<file path="src/rtl/muldiv_iter.sv">
// ---------------------------------------------------------------------------
// muldiv_iter -- iterative radix-2 multiplier / restoring divider
//
// One operation at a time. An accepted start latches the operands, the
// following cycle converts them to magnitudes, then WIDTH BUSY cycles run
// one iteration each. The last iteration also applies the result signs and
// loads hi/lo, and the block spends one cycle in DONE with valid high.
//
// Ports
//   clk       in   rising-edge clock
//   rst       in   asynchronous active-low reset
//   start     in   request a new operation
//   isdiv     in   1 = divide, 0 = multiply (sampled with start)
//   signedop  in   1 = two's-complement operands (sampled with start)
//   cancel    in   abort the in-flight operation; beats start
//   a         in   multiplicand / dividend (sampled with start)
//   b         in   multiplier / divisor (sampled with start)
//   busy      out  high while in BUSY
//   valid     out  one-cycle pulse in DONE, hi/lo carry a new result
//   hi        out  product upper half, or remainder
//   lo        out  product lower half, or quotient
// ---------------------------------------------------------------------------
module muldiv_iter #(
   parameter int WIDTH = 32
) (
   input  logic             clk,
   input  logic             rst,
   input  logic             start,
   input  logic             isdiv,
   input  logic             signedop,
   input  logic             cancel,
   input  logic [WIDTH-1:0] a,
   input  logic [WIDTH-1:0] b,
   output logic             busy,
   output logic             valid,
   output logic [WIDTH-1:0] hi,
   output logic [WIDTH-1:0] lo
);

   localparam int CW = (WIDTH > 1) ? $clog2(WIDTH) : 1;
   localparam logic [CW-1:0] LAST = CW'(WIDTH - 1);

   typedef enum logic [1:0] {IDLE, BUSY, DONE} state_t;

   state_t state, state_nxt;

   // Control
   logic          pend;       // operands latched, magnitude load pending
   logic          accept;
   logic          load;
   logic          iterate;
   logic          last;
   logic [CW-1:0] count;

   // Latched operation
   logic             op_div;
   logic             op_signed;
   logic [WIDTH-1:0] op_a;
   logic [WIDTH-1:0] op_b;

   // Working registers: acc is the upper half / partial remainder,
   // q is the multiplier shifting out / dividend shifting into quotient.
   logic [WIDTH-1:0] acc;
   logic [WIDTH-1:0] q;
   logic [WIDTH-1:0] mb;

   // Iteration datapath
   logic [WIDTH:0]     mul_sum;
   logic [WIDTH:0]     trial;
   logic [WIDTH-1:0]   diff;
   logic               ge;
   logic [WIDTH-1:0]   step_acc;
   logic [WIDTH-1:0]   step_q;
   logic               a_neg;
   logic               b_neg;
   logic               res_neg;
   logic [2*WIDTH-1:0] prod;
   logic [WIDTH-1:0]   fin_hi;
   logic [WIDTH-1:0]   fin_lo;

   // Magnitude in WIDTH+1 bits so the most-negative value negates cleanly;
   // the result always fits back into WIDTH bits.
   function automatic logic [WIDTH-1:0] magnitude(input logic [WIDTH-1:0] v,
                                                 input logic             sgn);
      logic [WIDTH:0] ext;
      ext = {sgn & v[WIDTH-1], v};
      if (sgn && v[WIDTH-1]) begin
         ext = -ext;
      end
      return ext[WIDTH-1:0];
   endfunction

   function automatic logic [WIDTH-1:0] apply_sign(input logic [WIDTH-1:0] v,
                                                  input logic             neg);
      return neg ? -v : v;
   endfunction

   function automatic logic [2*WIDTH-1:0] apply_sign_wide(input logic [2*WIDTH-1:0] v,
                                                         input logic               neg);
      return neg ? -v : v;
   endfunction

   assign accept  = start & ~cancel & ~pend & (state != BUSY);
   assign load    = (state == IDLE) & pend & ~cancel;
   assign iterate = (state == BUSY) & ~cancel;
   assign last    = (count == LAST);

   // ---- state register ----
   always_ff @(posedge clk or negedge rst) begin
      if (!rst) begin
         state <= IDLE;
         pend  <= 1'b0;
      end else begin
         state <= state_nxt;
         pend  <= accept;
      end
   end

   always_comb begin
      state_nxt = state;
      busy      = 1'b0;
      valid     = 1'b0;
      case (state)
         IDLE: begin
            if (load) state_nxt = BUSY;
         end
         BUSY: begin
            busy = 1'b1;
            if (cancel)    state_nxt = IDLE;
            else if (last) state_nxt = DONE;
         end
         DONE: begin
            valid     = 1'b1;
            state_nxt = IDLE;
         end
         default: state_nxt = IDLE;
      endcase
   end

   // ---- one radix-2 iteration plus final sign fix-up ----
   always_comb begin
      mul_sum = {1'b0, acc} + (q[0] ? {1'b0, mb} : '0);
      trial   = {acc, q[WIDTH-1]};
      ge      = (trial >= {1'b0, mb});
      // When ge holds the true difference is below mb, so WIDTH bits suffice.
      diff    = trial[WIDTH-1:0] - mb;

      if (op_div) begin
         step_acc = ge ? diff : trial[WIDTH-1:0];
         step_q   = {q[WIDTH-2:0], ge};
      end else begin
         step_acc = mul_sum[WIDTH:1];
         step_q   = {mul_sum[0], q[WIDTH-1:1]};
      end

      a_neg   = op_signed & op_a[WIDTH-1];
      b_neg   = op_signed & op_b[WIDTH-1];
      res_neg = a_neg ^ b_neg;
      prod    = apply_sign_wide({step_acc, step_q}, res_neg);

      if (op_div) begin
         if (op_b == '0) begin
            fin_hi = op_a;
            fin_lo = '1;
         end else begin
            fin_hi = apply_sign(step_acc, a_neg);
            fin_lo = apply_sign(step_q, res_neg);
         end
      end else begin
         fin_hi = prod[2*WIDTH-1:WIDTH];
         fin_lo = prod[WIDTH-1:0];
      end
   end

   // ---- operand latch, magnitude load, iteration, result ----
   always_ff @(posedge clk or negedge rst) begin
      if (!rst) begin
         op_div    <= 1'b0;
         op_signed <= 1'b0;
         op_a      <= '0;
         op_b      <= '0;
         acc       <= '0;
         q         <= '0;
         mb        <= '0;
         count     <= '0;
         hi        <= '0;
         lo        <= '0;
      end else begin
         if (accept) begin
            op_div    <= isdiv;
            op_signed <= signedop;
            op_a      <= a;
            op_b      <= b;
         end
         if (load) begin
            acc   <= '0;
            q     <= magnitude(op_a, op_signed);
            mb    <= magnitude(op_b, op_signed);
            count <= '0;
         end else if (iterate) begin
            acc   <= step_acc;
            q     <= step_q;
            count <= count + 1'b1;
            if (last) begin
               hi <= fin_hi;
               lo <= fin_lo;
            end
         end
      end
   end

endmodule

</file>
<file path="config.mk">
export PLATFORM = sky130hd
export DESIGN_NAME = muldiv_iter
export DESIGN_NICKNAME = d
export VERILOG_FILES = /design/src/rtl/muldiv_iter.sv
export SDC_FILE = /design/constraint.sdc
export NUM_CORES = 1
export LEC_CHECK = 0
export CORE_MARGIN = 3
export CORE_UTILIZATION = 50
export CTS_CLUSTER_DIAMETER = 40
export DETAILED_ROUTE_END_ITERATION = 7
export PLACE_DENSITY = 0.7
export SYNTH_ARGS = -nofsm -noshare
export SYNTH_HDL_FRONTEND = slang
export SYNTH_SLANG_ARGS = --single-unit
</file>
<file path="constraint.sdc">
create_clock -name clk -period 9.22 [get_ports clk]
set_clock_uncertainty 0.2 [all_clocks]
set_input_delay 2.305 -clock clk [delete_from_list [all_inputs] [get_ports clk]]
set_output_delay 2.305 -clock clk [all_outputs]
set_load 0.005 [all_outputs]
</file>
Yosys cells after proc, flatten, opt, wreduce, memory -nomap -nowiden
Cells that the tools add are included.
{"block": "word_totals", "mem_bits_rw": 0, "reg_bits": 234, "out_inout_bits": 66, "in_bits": 70, "mem_count": 0, "romBits": 0, "latchBits": 0}
{"block": "classes", "muxes": 25, "mul": 0, "n_lt_le_gt_ge": 1, "shift": 0, "n_div": 0, "addsub": 8, "eq_ne": 6, "n_bitwise": 12, "reduce_logical": 7}
{"op": "2-to-1 mux 32 bit", "count": 16}
{"op": "negation 32 bit", "count": 4}
{"op": "2-to-1 mux 64 bit", "count": 1}
{"op": "negation 64 bit", "count": 1}
{"op": "adder 32 x 32 -> 33 bit", "count": 1}
{"op": ">= comparator 33 x 32 -> 1 bit", "count": 1}
{"op": "zero test 32 bit", "count": 1}
{"op": "subtractor 32 bit", "count": 1}
{"op": "2-to-1 mux 5 bit", "count": 2}
{"op": "AND 1 bit", "count": 8}
{"op": "2-to-1 mux 2 bit", "count": 3}
{"op": "adder 5 x 1 -> 5 bit, second input constant", "count": 1}
{"op": "== test 5 bit, second input constant", "count": 1}
{"op": "one-hot mux 2 bit (2 select lines)", "count": 1}
{"op": "inequality test 3 bit, second input constant", "count": 1}
{"op": "NOT 1 bit", "count": 3}
{"op": "AND reduction 3 bit", "count": 1}
{"op": "== test 2 x 1 -> 1 bit, second input constant", "count": 1}
{"op": "== test 2 bit, second input constant", "count": 1}
{"op": "logical AND 1 bit", "count": 2}
{"op": "zero test 2 bit", "count": 1}
{"op": "2-to-1 mux 1 bit", "count": 2}
{"op": "inequality test 2 x 1 -> 1 bit, second input constant", "count": 1}
{"op": "inequality test 2 bit, second input constant", "count": 1}
{"op": "other kinds (3)", "count": 3}

Longest topological paths before layout
{"block": "logic_depth", "ltp_word": 7, "mapped_depth": 24, "depth_no_buf": 20}

Worst setup path after synthesis
OpenSTA, ideal clock, no wires.
{"block": "synth_path", "path_kind": "reg-to-reg", "startpoint": "reg acc[10]", "endpoint": "reg hi[8]", "path_buffers": 3, "synth_period_minus_slack_ns": 4.592, "stages_incl_launch_ff": 22, "arrival_ns": 4.309, "slack_ns": 4.628, "required_time_ns": 8.937, "setup_ns": 0.083, "path_cell_list": "dfrtp_1 -> ha_1 -> a21oi_1 -> nand2_1 -> a221oi_4 -> a31oi_2 -> nor2_1 -> buf_2 -> buf_4 -> nand2_1 -> o21ai_0 -> ha_1 -> nand3_1 -> or3_1 -> nor3_1 -> and3_1 -> clkbuf_1 -> nand2_1 -> o21ai_0 -> xnor2_1 -> a21oi_1 -> o21ai_0"}
{"block": "synth_between", "elab_chain_cells": 7}
{"item": "start, declared", "line_no": "63", "text": "logic [WIDTH-1:0] acc;"}
{"item": "start signal, assigned", "line_no": "201", "text": "acc <= step_acc;"}
{"item": ">= comparator 33 x 32 -> 1 bit (*)", "line_no": "144", "text": "ge = (trial >= {1'b0, mb});"}
{"item": "2-to-1 mux 32 bit", "line_no": "149", "text": "step_acc = ge ? diff : trial[WIDTH-1:0];"}
{"item": "2-to-1 mux 32 bit", "line_no": "148", "text": "if (op_div) begin"}
{"item": "negation 32 bit", "line_no": "95", "text": "return neg ? -v : v;"}
{"item": "2-to-1 mux 32 bit", "line_no": "95"}
{"item": "2-to-1 mux 32 bit", "line_no": "162", "text": "if (op_b == '0) begin"}
{"item": "2-to-1 mux 32 bit (*)", "line_no": "161", "text": "if (op_div) begin"}
{"item": "end signal, assigned", "line_no": "205", "text": "hi <= fin_hi;"}
{"item": "end, declared", "line_no": "36", "text": "output logic [WIDTH-1:0] hi,"}
Every way passes the cells marked *; elsewhere a longest branch is shown, timed or not.
A chain may end at the register's enable or synchronous reset.

Worst setup path in the final report
{"block": "layout_path", "startpoint": "reg acc[3]", "endpoint": "reg hi[28]"}
{"block": "layout_between", "elab_chain_cells": 7}
{"item": "subtractor 32 bit / >= comparator 33 x 32 -> 1 bit (equally long branches)", "line_no": "146, 144"}
{"item": "2-to-1 mux 32 bit", "line_no": "149"}
{"item": "2-to-1 mux 32 bit", "line_no": "148"}
{"item": "negation 32 bit", "line_no": "95"}
{"item": "2-to-1 mux 32 bit", "line_no": "95"}
{"item": "2-to-1 mux 32 bit", "line_no": "162"}
{"item": "2-to-1 mux 32 bit (*)", "line_no": "161"}
Marks and branches as above.

==> metrics.md <==
| Metric | Value |
|---|---|
| Flop pwr share | 20.4% |
| Commonest non-fill, non-tap cell in the layout | nand2_1 |
| Syn. warnings | 0 |
| Post-CTS sizing | 0 |
| Final nets | 2488 |
| Placeable core area | 34800 µm² |
| Largest net degree at the start of global routing | 92 |
| Drt pass-1 iters | 6 |
| Post-synth cell types | 83 |
| Worst EP required | 9.46 ns |
| WHS | 0.279 ns |
| Pwr Total | 8.30 mW |
| Die Y | 195 µm |
| Synth async-reset ratio | 100% |
| Fin. Hold Viols | 0 |
| Initial core utilization | 51.2% |
| Worst Hold Class | register to register |
| Slew margin rel. | 14.7% |
| Critical path class | register to register |
| Final ANT Viol Nets | 0 |
| Vias in the first global route | 17100 |
| Peak Freq | 163 MHz |
| Post-Syn Instances | 2258 |
| Final setup vio count | 0 |
| RSZ-0062 raised after global routing | false |
| Largest cells by area after synthesis | dfrtp_1, nand2_1, o21ai_0, ha_1, a21oi_1 |
| Synth area leader | dfrtp_1 |
| Setup crit end kind | register |
| ANT cells | 0 |
| Clock Tree Root | clkbuf_16 |
| Slew @ Worst Pin | 1.25 ns |
| Post-CTS Hold Buffers | 0 |
| Synthesized net count | 2400 |
| Die ar. | 37900 µm² |
| Cell area power density | 397 nW/µm² |
| Commonest cells after routing, fill and taps aside | nand2_1, dfrtp_1, o21ai_0, a21oi_1, nor2_1 |
| Period minus WS final | 6.12 ns |
| DRT iter0 DRCs | 1915 |
| Max Cap Viol | 0 |
| CTS max path bufs | 3 |
| Status | completed |
| Post-CTS setup repair buffer count | 0 |
| H-tree Lvls | 2 |
| GRT Residual Overflow | 0 |
| Area after DPL | 19500 µm² |
| Clock transition at path regs | 0.05 ns |
| Drt drc | 0 |
| Seq/Total Area, Yosys | 32.9% |
| Combinational power share | 60.9% |
| Number of flops mapped to enable cells by yosys | 0 |
| First-pass GRT wire length | 105000 µm |
| Syn Area/Cell | 7.89 µm² |
| Die extent in x | 195 µm |
| Final WL | 68200 µm |
| Avg WL per Cell | 24.1 µm |
| Max Slew Vio Count | 0 |
| I/O pin count | 136 |
| Initial antenna violation count | 2 |
| Place WS | 3.35 ns |
| Gr usage total | 35.2% |
| Via density | 6.41 |
| CTS sink count | 234 |
| Mapped Area | 17800 µm² |
| Most common flop cell mapped by yosys | dfrtp_1 |
| Final instance area | 20900 µm² |
| Synthesized flop and latch total | 234 |
| Row count | 68 |
| Area delta synth->final | 17.3% |
| Clock Latency Late Sink | 0.56 ns |
| Clk pwr share | 18.7% |
| Internal | 4.03 mW |
| Fraction of power spent switching nets | 51.4% |
| Total clock buffers created by CTS | 43 |
| LEAKAGE | 9.19 nW |
| Layout cell share with drive strength beyond 1 | 6.56% |
| Fin worst setup slack | 3.10 ns |
| Crit path DAT | 6.36 ns |
| Post-DP HPWL | 50100 µm |
| Routed via count | 18100 |
| Final worst-path cycle share | 66.4% |
| Switching power | 4.27 mW |
| # port buffers | 135 |
| Gpl congestion | 0.975 |
| Crit start category | register |
| Peak VDD IR | 0.000194 V |
| Post-synth top area share | 32.9% |
| Setup TNS | 0 ns |
| CP max FO | 20 |
| TritonCTS clock tree | done |
cells in the mapped netlist (14+ instances only):
cell and count:
and3_1 15, mux2i_1 47, a31oi_1 44, xnor2_1 98, buf_2 17, nand2b_1 16
ha_1 70, dfrtp_1 234, buf_1 18, nand2_1 425, nand3_1 40, xor2_1 88
nor2_1 172, nor2b_1 19, a21o_1 21, and2_1 47, o21ai_0 179, o211ai_1 24
nand4_1 18, a211oi_1 17, a22o_1 22, o21a_1 14, o221ai_1 30, or3_1 21
a21oi_1 172, nor3_1 45, inv_1 65, o31ai_1 17, clkbuf_1 86
metrics by stage:
stage | std cells | utilization, %
2_1_floorplan | 2258 | -
3_3_place_gp | 2756 | 56.1
3_5_place_dp | 2756 | 56.1
4_1_cts | 2832 | 60.0
5_1_grt | 2832 | 60.0
6_report | 2832 | 60.0
cell type report:
| type | count | area, µm² |
|---|---|---|
| sequential | 234 | 5860 |
| tap | 455 | 569 |
| multi-input combinational | 1835 | 11200 |
| fill | 3228 | 13900 |
| clock buffer | 56 | 1170 |
| inverter | 65 | 244 |
| clock inverter | 20 | 209 |
| timing repair buffer | 167 | 1600 |
metal layers:
metal | GRT usage [%] | routed length, µm | share of wire, % | up-vias
met5 | 0 | 13 | 0.019 | -
met4 | 12.9 | 2570 | 3.8 | 2
met3 | 6.01 | 6570 | 9.6 | 153
met2 | 51.6 | 29000 | 43 | 985
met1 | 52.1 | 30000 | 44 | 8802
li1 | - | - | - | 8201
critical path: stages (launching register included):
cell	delay (ns)
dfrtp_1	0.45
ha_1	0.54
o211ai_1	0.14
a21oi_1	0.41
o21ai_2	0.21
a31oi_2	0.62
nor2_1	0.15
buf_4	0.28
a2111oi_0	0.76
a211oi_1	0.27
or2_2	0.44
nor4b_4	0.64
and2_1	0.25
a21oi_1	0.10
o2111a_1	0.26
o32a_1	0.27
path summary, 6_finish.rpt:
check,start,endpoint,slack (ns),cells past startpoint
min in group asynchronous,rst,lo[4]$_DFFE_PN0P_,1.57,1
max in group asynchronous,rst,op_div$_DFFE_PN0P_,5.44,2
worst min-delay path,hi[11]$_DFFE_PN0P_,hi[11]$_DFFE_PN0P_,0.28,2
worst max-delay path,acc[3]$_DFFE_PN0P_,hi[28]$_DFFE_PN0P_,3.10,15
worst min register to register,hi[11]$_DFFE_PN0P_,hi[11]$_DFFE_PN0P_,0.28,2
worst max register to register,acc[3]$_DFFE_PN0P_,hi[28]$_DFFE_PN0P_,3.10,15
flip-flops by register name, indices dropped and copies added (netlist names):
| register | cells |
|---|---|
| acc | 32 |
| op_signed | 1 |
| op_div | 1 |
| op_b | 32 |
| count | 5 |
| state | 2 |
| mb | 32 |
| pend | 1 |
| op_a | 32 |
| hi | 32 |
| q | 32 |
| lo | 32 |
power groups by stage:
stage               Clock [mW]  Sequential (mW)  Combinational (mW)
floorplan                    0             1.50                3.48
global placement             0             1.67                4.88
detailed placement           0             1.69                4.88
CTS                       1.56             1.67                4.92
global route              1.61             1.72                5.42
finish                    1.55             1.69                5.06
cells by family after synthesis:
group           after synthesis  synth area share (%)
fa+ha+maj                    72                  5.14
mux                          53                  3.02
flops                       234                  32.9
xor+xnor                    186                  9.15
buf+inv                     189                  4.17
compound gates              646                  23.0
simple gates                878                  22.7
No activity file was read; power rests on OpenSTA's default activity.
